### config.mk
export PLATFORM = sky130hd
export DESIGN_NAME = reg_xfer_ctrl
export DESIGN_NICKNAME = d
export VERILOG_FILES = /design/src/rtl/reg_xfer_ctrl.sv
export SDC_FILE = /design/constraint.sdc
export NUM_CORES = 1
export LEC_CHECK = 0
export CAP_MARGIN = 10
export CORE_UTILIZATION = 46
export DETAILED_ROUTE_END_ITERATION = 10
export PLACE_DENSITY = 0.83
export SYNTH_ARGS = -nofsm -noshare
export SYNTH_HDL_FRONTEND = slang
export SYNTH_SLANG_ARGS = --single-unit
### constraint.sdc
create_clock -name clk -period 3.1 [get_ports clk]
set_clock_uncertainty 0.15 [all_clocks]
set_input_delay 0.93 -clock clk [delete_from_list [all_inputs] [get_ports clk]]
set_output_delay 0.93 -clock clk [all_outputs]
set_load 0.05 [all_outputs]
### src/rtl/reg_xfer_ctrl.sv
// reg_xfer_ctrl -- sequences register-to-register moves on a shared tri-state bus.
// Arbitrates among NUM_REQ requesters and drives per-register CS/OE/WE strobes.
// A valid move takes SETUP (source drives the bus) then LATCH (destination writes).
// An invalid request (src==dst or an index out of range) gets a one-cycle err pulse.
// Build option: define RR_ARB_EN for round-robin arbitration; otherwise the
// lowest-index active requester wins and no pointer register exists.
module reg_xfer_ctrl #(
  parameter int NUM_REGS = 4,
  parameter int NUM_REQ  = 4,
  localparam int SEL_W   = (NUM_REGS > 1) ? $clog2(NUM_REGS) : 1
) (
  input  logic                     clk,
  input  logic                     reset,
  input  logic [NUM_REQ-1:0]       req,
  input  logic [NUM_REQ*SEL_W-1:0] src_sel,
  input  logic [NUM_REQ*SEL_W-1:0] dst_sel,
  output logic [NUM_REQ-1:0]       grant,
  output logic                     busy,
  output logic                     done,
  output logic                     err,
  output logic [NUM_REGS-1:0]      reg_cs,
  output logic [NUM_REGS-1:0]      reg_oe,
  output logic [NUM_REGS-1:0]      reg_we
);

  localparam int REQ_W = (NUM_REQ > 1) ? $clog2(NUM_REQ) : 1;
  localparam logic [NUM_REQ-1:0]  ONE_REQ = {{(NUM_REQ-1){1'b0}}, 1'b1};
  localparam logic [NUM_REGS-1:0] ONE_REG = {{(NUM_REGS-1){1'b0}}, 1'b1};

  typedef enum logic [1:0] {
    ST_IDLE  = 2'd0,
    ST_ERR   = 2'd1,
    ST_SETUP = 2'd2,
    ST_LATCH = 2'd3
  } state_t;

  state_t              r_state;
  logic [NUM_REQ-1:0]  r_grant;
  logic                r_busy;
  logic                r_done;
  logic                r_err;
  logic [NUM_REGS-1:0] r_cs;
  logic [NUM_REGS-1:0] r_oe;
  logic [NUM_REGS-1:0] r_we;
  logic [SEL_W-1:0]    r_dst;

  logic             w_any;
  logic [REQ_W-1:0] w_win;
  logic [SEL_W-1:0] w_src;
  logic [SEL_W-1:0] w_dst;
  logic             w_valid;

`ifdef RR_ARB_EN
  logic [REQ_W-1:0] r_rr_ptr;

  // Round-robin pick: first active request at or after the pointer, wrapping.
  always_comb begin
    int j;
    // NOTE: every variable gets a default before any condition so no latch is inferred.
    w_any = 1'b0;
    w_win = '0;
    j     = 0;
    // Walk from the far end so the nearest hit to the pointer is assigned last.
    for (int k = NUM_REQ - 1; k >= 0; k--) begin
      j = int'(r_rr_ptr) + k;
      if (j >= NUM_REQ) j = j - NUM_REQ;
      if (req[j[REQ_W-1:0]]) begin
        w_any = 1'b1;
        w_win = j[REQ_W-1:0];
      end
    end
  end

  // Pointer moves past the winner after every grant, valid or rejected.
  always_ff @(posedge clk) begin
    if (reset) begin
      r_rr_ptr <= '0;
    end else if (r_state == ST_IDLE && w_any) begin
      if (int'(w_win) == NUM_REQ - 1) r_rr_ptr <= '0;
      else                            r_rr_ptr <= w_win + REQ_W'(1);
    end
  end
`else
  // Fixed priority pick: lowest-index active request wins.
  always_comb begin
    w_any = 1'b0;
    w_win = '0;
    for (int i = NUM_REQ - 1; i >= 0; i--) begin
      if (req[i]) begin
        w_any = 1'b1;
        w_win = REQ_W'(i);
      end
    end
  end
`endif

  // Winner's indices, and whether the move it asks for is legal.
  assign w_src   = src_sel[w_win*SEL_W +: SEL_W];
  assign w_dst   = dst_sel[w_win*SEL_W +: SEL_W];
  assign w_valid = (w_src != w_dst) &&
                   (int'(w_src) < NUM_REGS) && (int'(w_dst) < NUM_REGS);

  // Transfer sequencer; every output is produced here as a register.
  always_ff @(posedge clk) begin
    // NOTE: sequential state uses non-blocking assignments so all registers update together.
    if (reset) begin
      r_state <= ST_IDLE;
      r_grant <= '0;
      r_busy  <= 1'b0;
      r_done  <= 1'b0;
      r_err   <= 1'b0;
      r_cs    <= '0;
      r_oe    <= '0;
      r_we    <= '0;
      r_dst   <= '0;
    end else begin
      r_done <= 1'b0;
      r_err  <= 1'b0;
      case (r_state)
        ST_IDLE: begin
          if (w_any) begin
            r_grant <= ONE_REQ << w_win;
            r_dst   <= w_dst;
            if (w_valid) begin
              r_state <= ST_SETUP;
              r_busy  <= 1'b1;
              r_cs    <= ONE_REG << w_src;
              r_oe    <= ONE_REG << w_src;
            end else begin
              r_state <= ST_ERR;
              r_err   <= 1'b1;
            end
          end
        end
        ST_ERR: begin
          r_state <= ST_IDLE;
          r_grant <= '0;
        end
        ST_SETUP: begin
          // Source keeps driving; destination is selected and written at the closing edge.
          r_state <= ST_LATCH;
          r_done  <= 1'b1;
          r_cs    <= r_cs | (ONE_REG << r_dst);
          r_we    <= ONE_REG << r_dst;
        end
        ST_LATCH: begin
          r_state <= ST_IDLE;
          r_grant <= '0;
          r_busy  <= 1'b0;
          r_cs    <= '0;
          r_oe    <= '0;
          r_we    <= '0;
        end
        default: begin
          r_state <= ST_IDLE;
        end
      endcase
    end
  end

  assign grant  = r_grant;
  assign busy   = r_busy;
  assign done   = r_done;
  assign err    = r_err;
  assign reg_cs = r_cs;
  assign reg_oe = r_oe;
  assign reg_we = r_we;

endmodule
==> results.sh <==
export IMPL_status="complete, no violations"
export IMPL_power_density_nw_per_um2=514
export IMPL_dp_hpwl_mm=3.05
export IMPL_synth_area_per_cell_sq_um=8.05
export IMPL_finalSetupViolCount=0
export IMPL_io_pins=41
export IMPL_r2r_slack_ns=0.80
export IMPL_cts_tree="done"
export IMPL_drt_iter0_markers=53
export IMPL_synth_seq_area_share=0.358
export IMPL_synth_edf_count=0
export IMPL_drt_pass1_iter_count=4
export IMPL_syn_inst=160
export IMPL_synth_seq_cells=23
export IMPL_final_max_slew_viol_count=0
export IMPL_r2r_end="reg_cs[3]"
export IMPL_endpoint_kind="flip-flop"
export IMPL_vias=1461
export IMPL_syn_to_final_growth_pct=50.4
export IMPL_post_drt_wl_per_cell_microns=15.4
export IMPL_std_cell_rows=18
export IMPL_hp_class="reg -> reg"
export IMPL_syn_cell_area_sq_um=1290
export IMPL_grt_pass1_wl_mm=6.04
export IMPL_start_util=0.501
export IMPL_fillers=188
export IMPL_antenna_found_initial=0
export IMPL_die_area_sq_um=3010
export IMPL_grt_max_degree=23
export IMPL_crit_arrival_ns=3.14
export IMPL_async_flop_share=0
export IMPL_yosysTopAreaCell="dfxtp_1"
export IMPL_final_antenna_net_count=0
export IMPL_fin_nets=245
export IMPL_die_w_microns=54.9
export IMPL_cts_hold_buf=0
export IMPL_ys_top_cells_by_area="dfxtp_1 (36%), a21oi_1 (8.6%), nor2_1 (5.5%)"
export IMPL_drc_errors=0
export IMPL_yosysWarningCount=0
export IMPL_grt_use_total=0.282
export IMPL_final_setup_tns_ns=0
export IMPL_clock_sinks=23
export IMPL_ys_flop_type="dfxtp_1"
export IMPL_worstReg2RegStart="r_state[1]"
export IMPL_worstSetupStartpointType="input pin"
export IMPL_max_freq_mhz=330
export IMPL_ir_drop_v=0.000474
export IMPL_hold_path_depth=2
export IMPL_p_leak_nw=0.750
export IMPL_core_area_sq_um=2570
export IMPL_worst_setup_path_type="in -> reg"
export IMPL_antenna_cells=0
export IMPL_drt_wl_total_mm=3.87
export IMPL_post_route_period_util=0.976
export IMPL_cts_root_buf="clkbuf_4"
export IMPL_h_tree_depth=1
export IMPL_crit_path_start="req[1]"
export IMPL_place_congestion=0.862
export IMPL_stdcell_area_sq_um=1940
export IMPL_via_per_inst=5.80
export IMPL_required_ns=3.22
export IMPL_hold_path_endpoint="reg_we[2]"
export IMPL_place_ws_ns=-0.251
export IMPL_tightest_slew_ns=0.700
export IMPL_drive_above_1_share=0.189
export IMPL_grt_pass1_vias=1384
export IMPL_yosysUniqueCellTypes=48
export IMPL_fin_hold_ws_ns=0.341
export IMPL_cp_max_fo=7
export IMPL_reg2regPathDepth=4
export IMPL_cts_buffer_depth=2
export IMPL_fin_crit_ns=3.03
export IMPL_clk_pin_slew_ns=0.13
export IMPL_grt_overflow_total=0
export IMPL_hold_start="reg_we[2]"
export IMPL_dieHeight_microns=54.9
export IMPL_cts_buffers=3
export IMPL_drv_cap=0
export IMPL_hold_viol_final=0
export IMPL_synth_nets=182
export IMPL_place_area_sq_um=1870
export IMPL_port_buffers=40
export IMPL_synth_top_cell_area_share=0.358
export IMPL_timing_slew_headroom=0.533
export IMPL_worst_skew_pair_late_latency_ns=0.31
export IMPL_setup_slack_ns=0.0734
Yosys cell counts (2+ instances only):
cell,number
a211oi_1,5
a21o_1,2
a21oi_1,22
a21oi_2,2
a32o_1,2
buf_4,3
clkbuf_1,5
dfxtp_1,23
inv_1,6
nand2_1,8
nand3_1,2
nand3b_1,4
nor2_1,19
nor3_1,6
nor3b_1,2
o211ai_1,2
o21a_1,2
o21ai_0,9
o32ai_1,3
or3_1,3
xnor2_1,2
xor2_1,2
timing repair:
item,in CTS,in global routing
setup endpoints to repair,0,6
resized for setup,0,6
setup buffers,0,1
endpoints found under the hold margin,0,0
power breakdown:
| part | total [mW] | internal [mW] | switching, mW |
|---|---|---|---|
| Clock | 0.137 | 0.0482 | 0.0889 |
| Combinational | 0.474 | 0.196 | 0.278 |
| Sequential | 0.384 | 0.336 | 0.0477 |
worst max-delay path: stages:
cell	delay [ns]
clkdlybuf4s50_1	0.53
buf_4	0.22
buf_4	0.13
nand3b_1	0.16
a22oi_1	0.22
a21oi_2	0.13
a2111oi_1	0.44
a21boi_1	0.25
a311o_1	0.14
state kept, by name (all words and copies together), names as in the netlist:
name	cells
busy	1
done	1
err	1
grant	4
r_dst	2
r_state	2
reg_cs	4
reg_oe	4
reg_we	4
kinds of logic after synthesis:
kind of cell    share of synthesized area
compound gates                      0.345
buf+inv                            0.0680
flops                               0.358
simple gates                        0.202
xor+xnor                           0.0272
area by class of cell:
type                            count  area [sq um]  area share
Multi-Input combinational cell    119           767       0.396
Sequential cell                    23           460       0.238
Timing Repair Buffer               69           618       0.319
Inverter                            7          26.3      0.0136
Clock inverter                      1          5.00     0.00258
Tap cell                           30          37.5      0.0194
Clock buffer                        3          22.5      0.0116
layer usage:
| layer | GRT usage | up-vias | wire, microns |
|---|---|---|---|
| li1 | - | 714 | - |
| met1 | 0.307 | 693 | 1610 |
| met2 | 0.528 | 46 | 2040 |
| met3 | 0.0710 | 8 | 167 |
| met4 | 0.0875 | 0 | 64 |
| met5 | 0 | - | 0 |
placed cells by master (no fill, tap or decap), types with 4 or more instances in the layout:
| cell | Yosys | final |
|---|---|---|
| a211oi_1 | 5 | 5 |
| a21oi_1 | 22 | 21 |
| buf_4 | 3 | 29 |
| clkdlybuf4s50_1 | 0 | 40 |
| dfxtp_1 | 23 | 23 |
| inv_1 | 6 | 6 |
| nand2_1 | 8 | 8 |
| nand3b_1 | 4 | 4 |
| nor2_1 | 19 | 19 |
| nor3_1 | 6 | 6 |
| o21ai_0 | 9 | 9 |
metrics by stage:
| stage | utilization | instances | total power, mW |
|---|---|---|---|
| 2_1_floorplan | - | 160 | 0.663 |
| 3_3_place_gp | 0.730 | 247 | 0.830 |
| 3_5_place_dp | 0.730 | 247 | 0.848 |
| 4_1_cts | 0.741 | 251 | 0.984 |
| 5_1_grt | 0.754 | 252 | 1.05 |
| 6_report | 0.754 | 252 | 0.995 |
worst max-delay path by stage:
stage,to,cells past startpoint
2_1_floorplan,reg_cs[3],7
4_1_cts,reg_cs[3],8
3_5_place_dp,reg_oe[1],7
6_report,reg_cs[3],9
3_3_place_gp,reg_oe[1],7
5_1_grt,reg_cs[3],9
No activity file was read; power rests on OpenSTA's default activity.
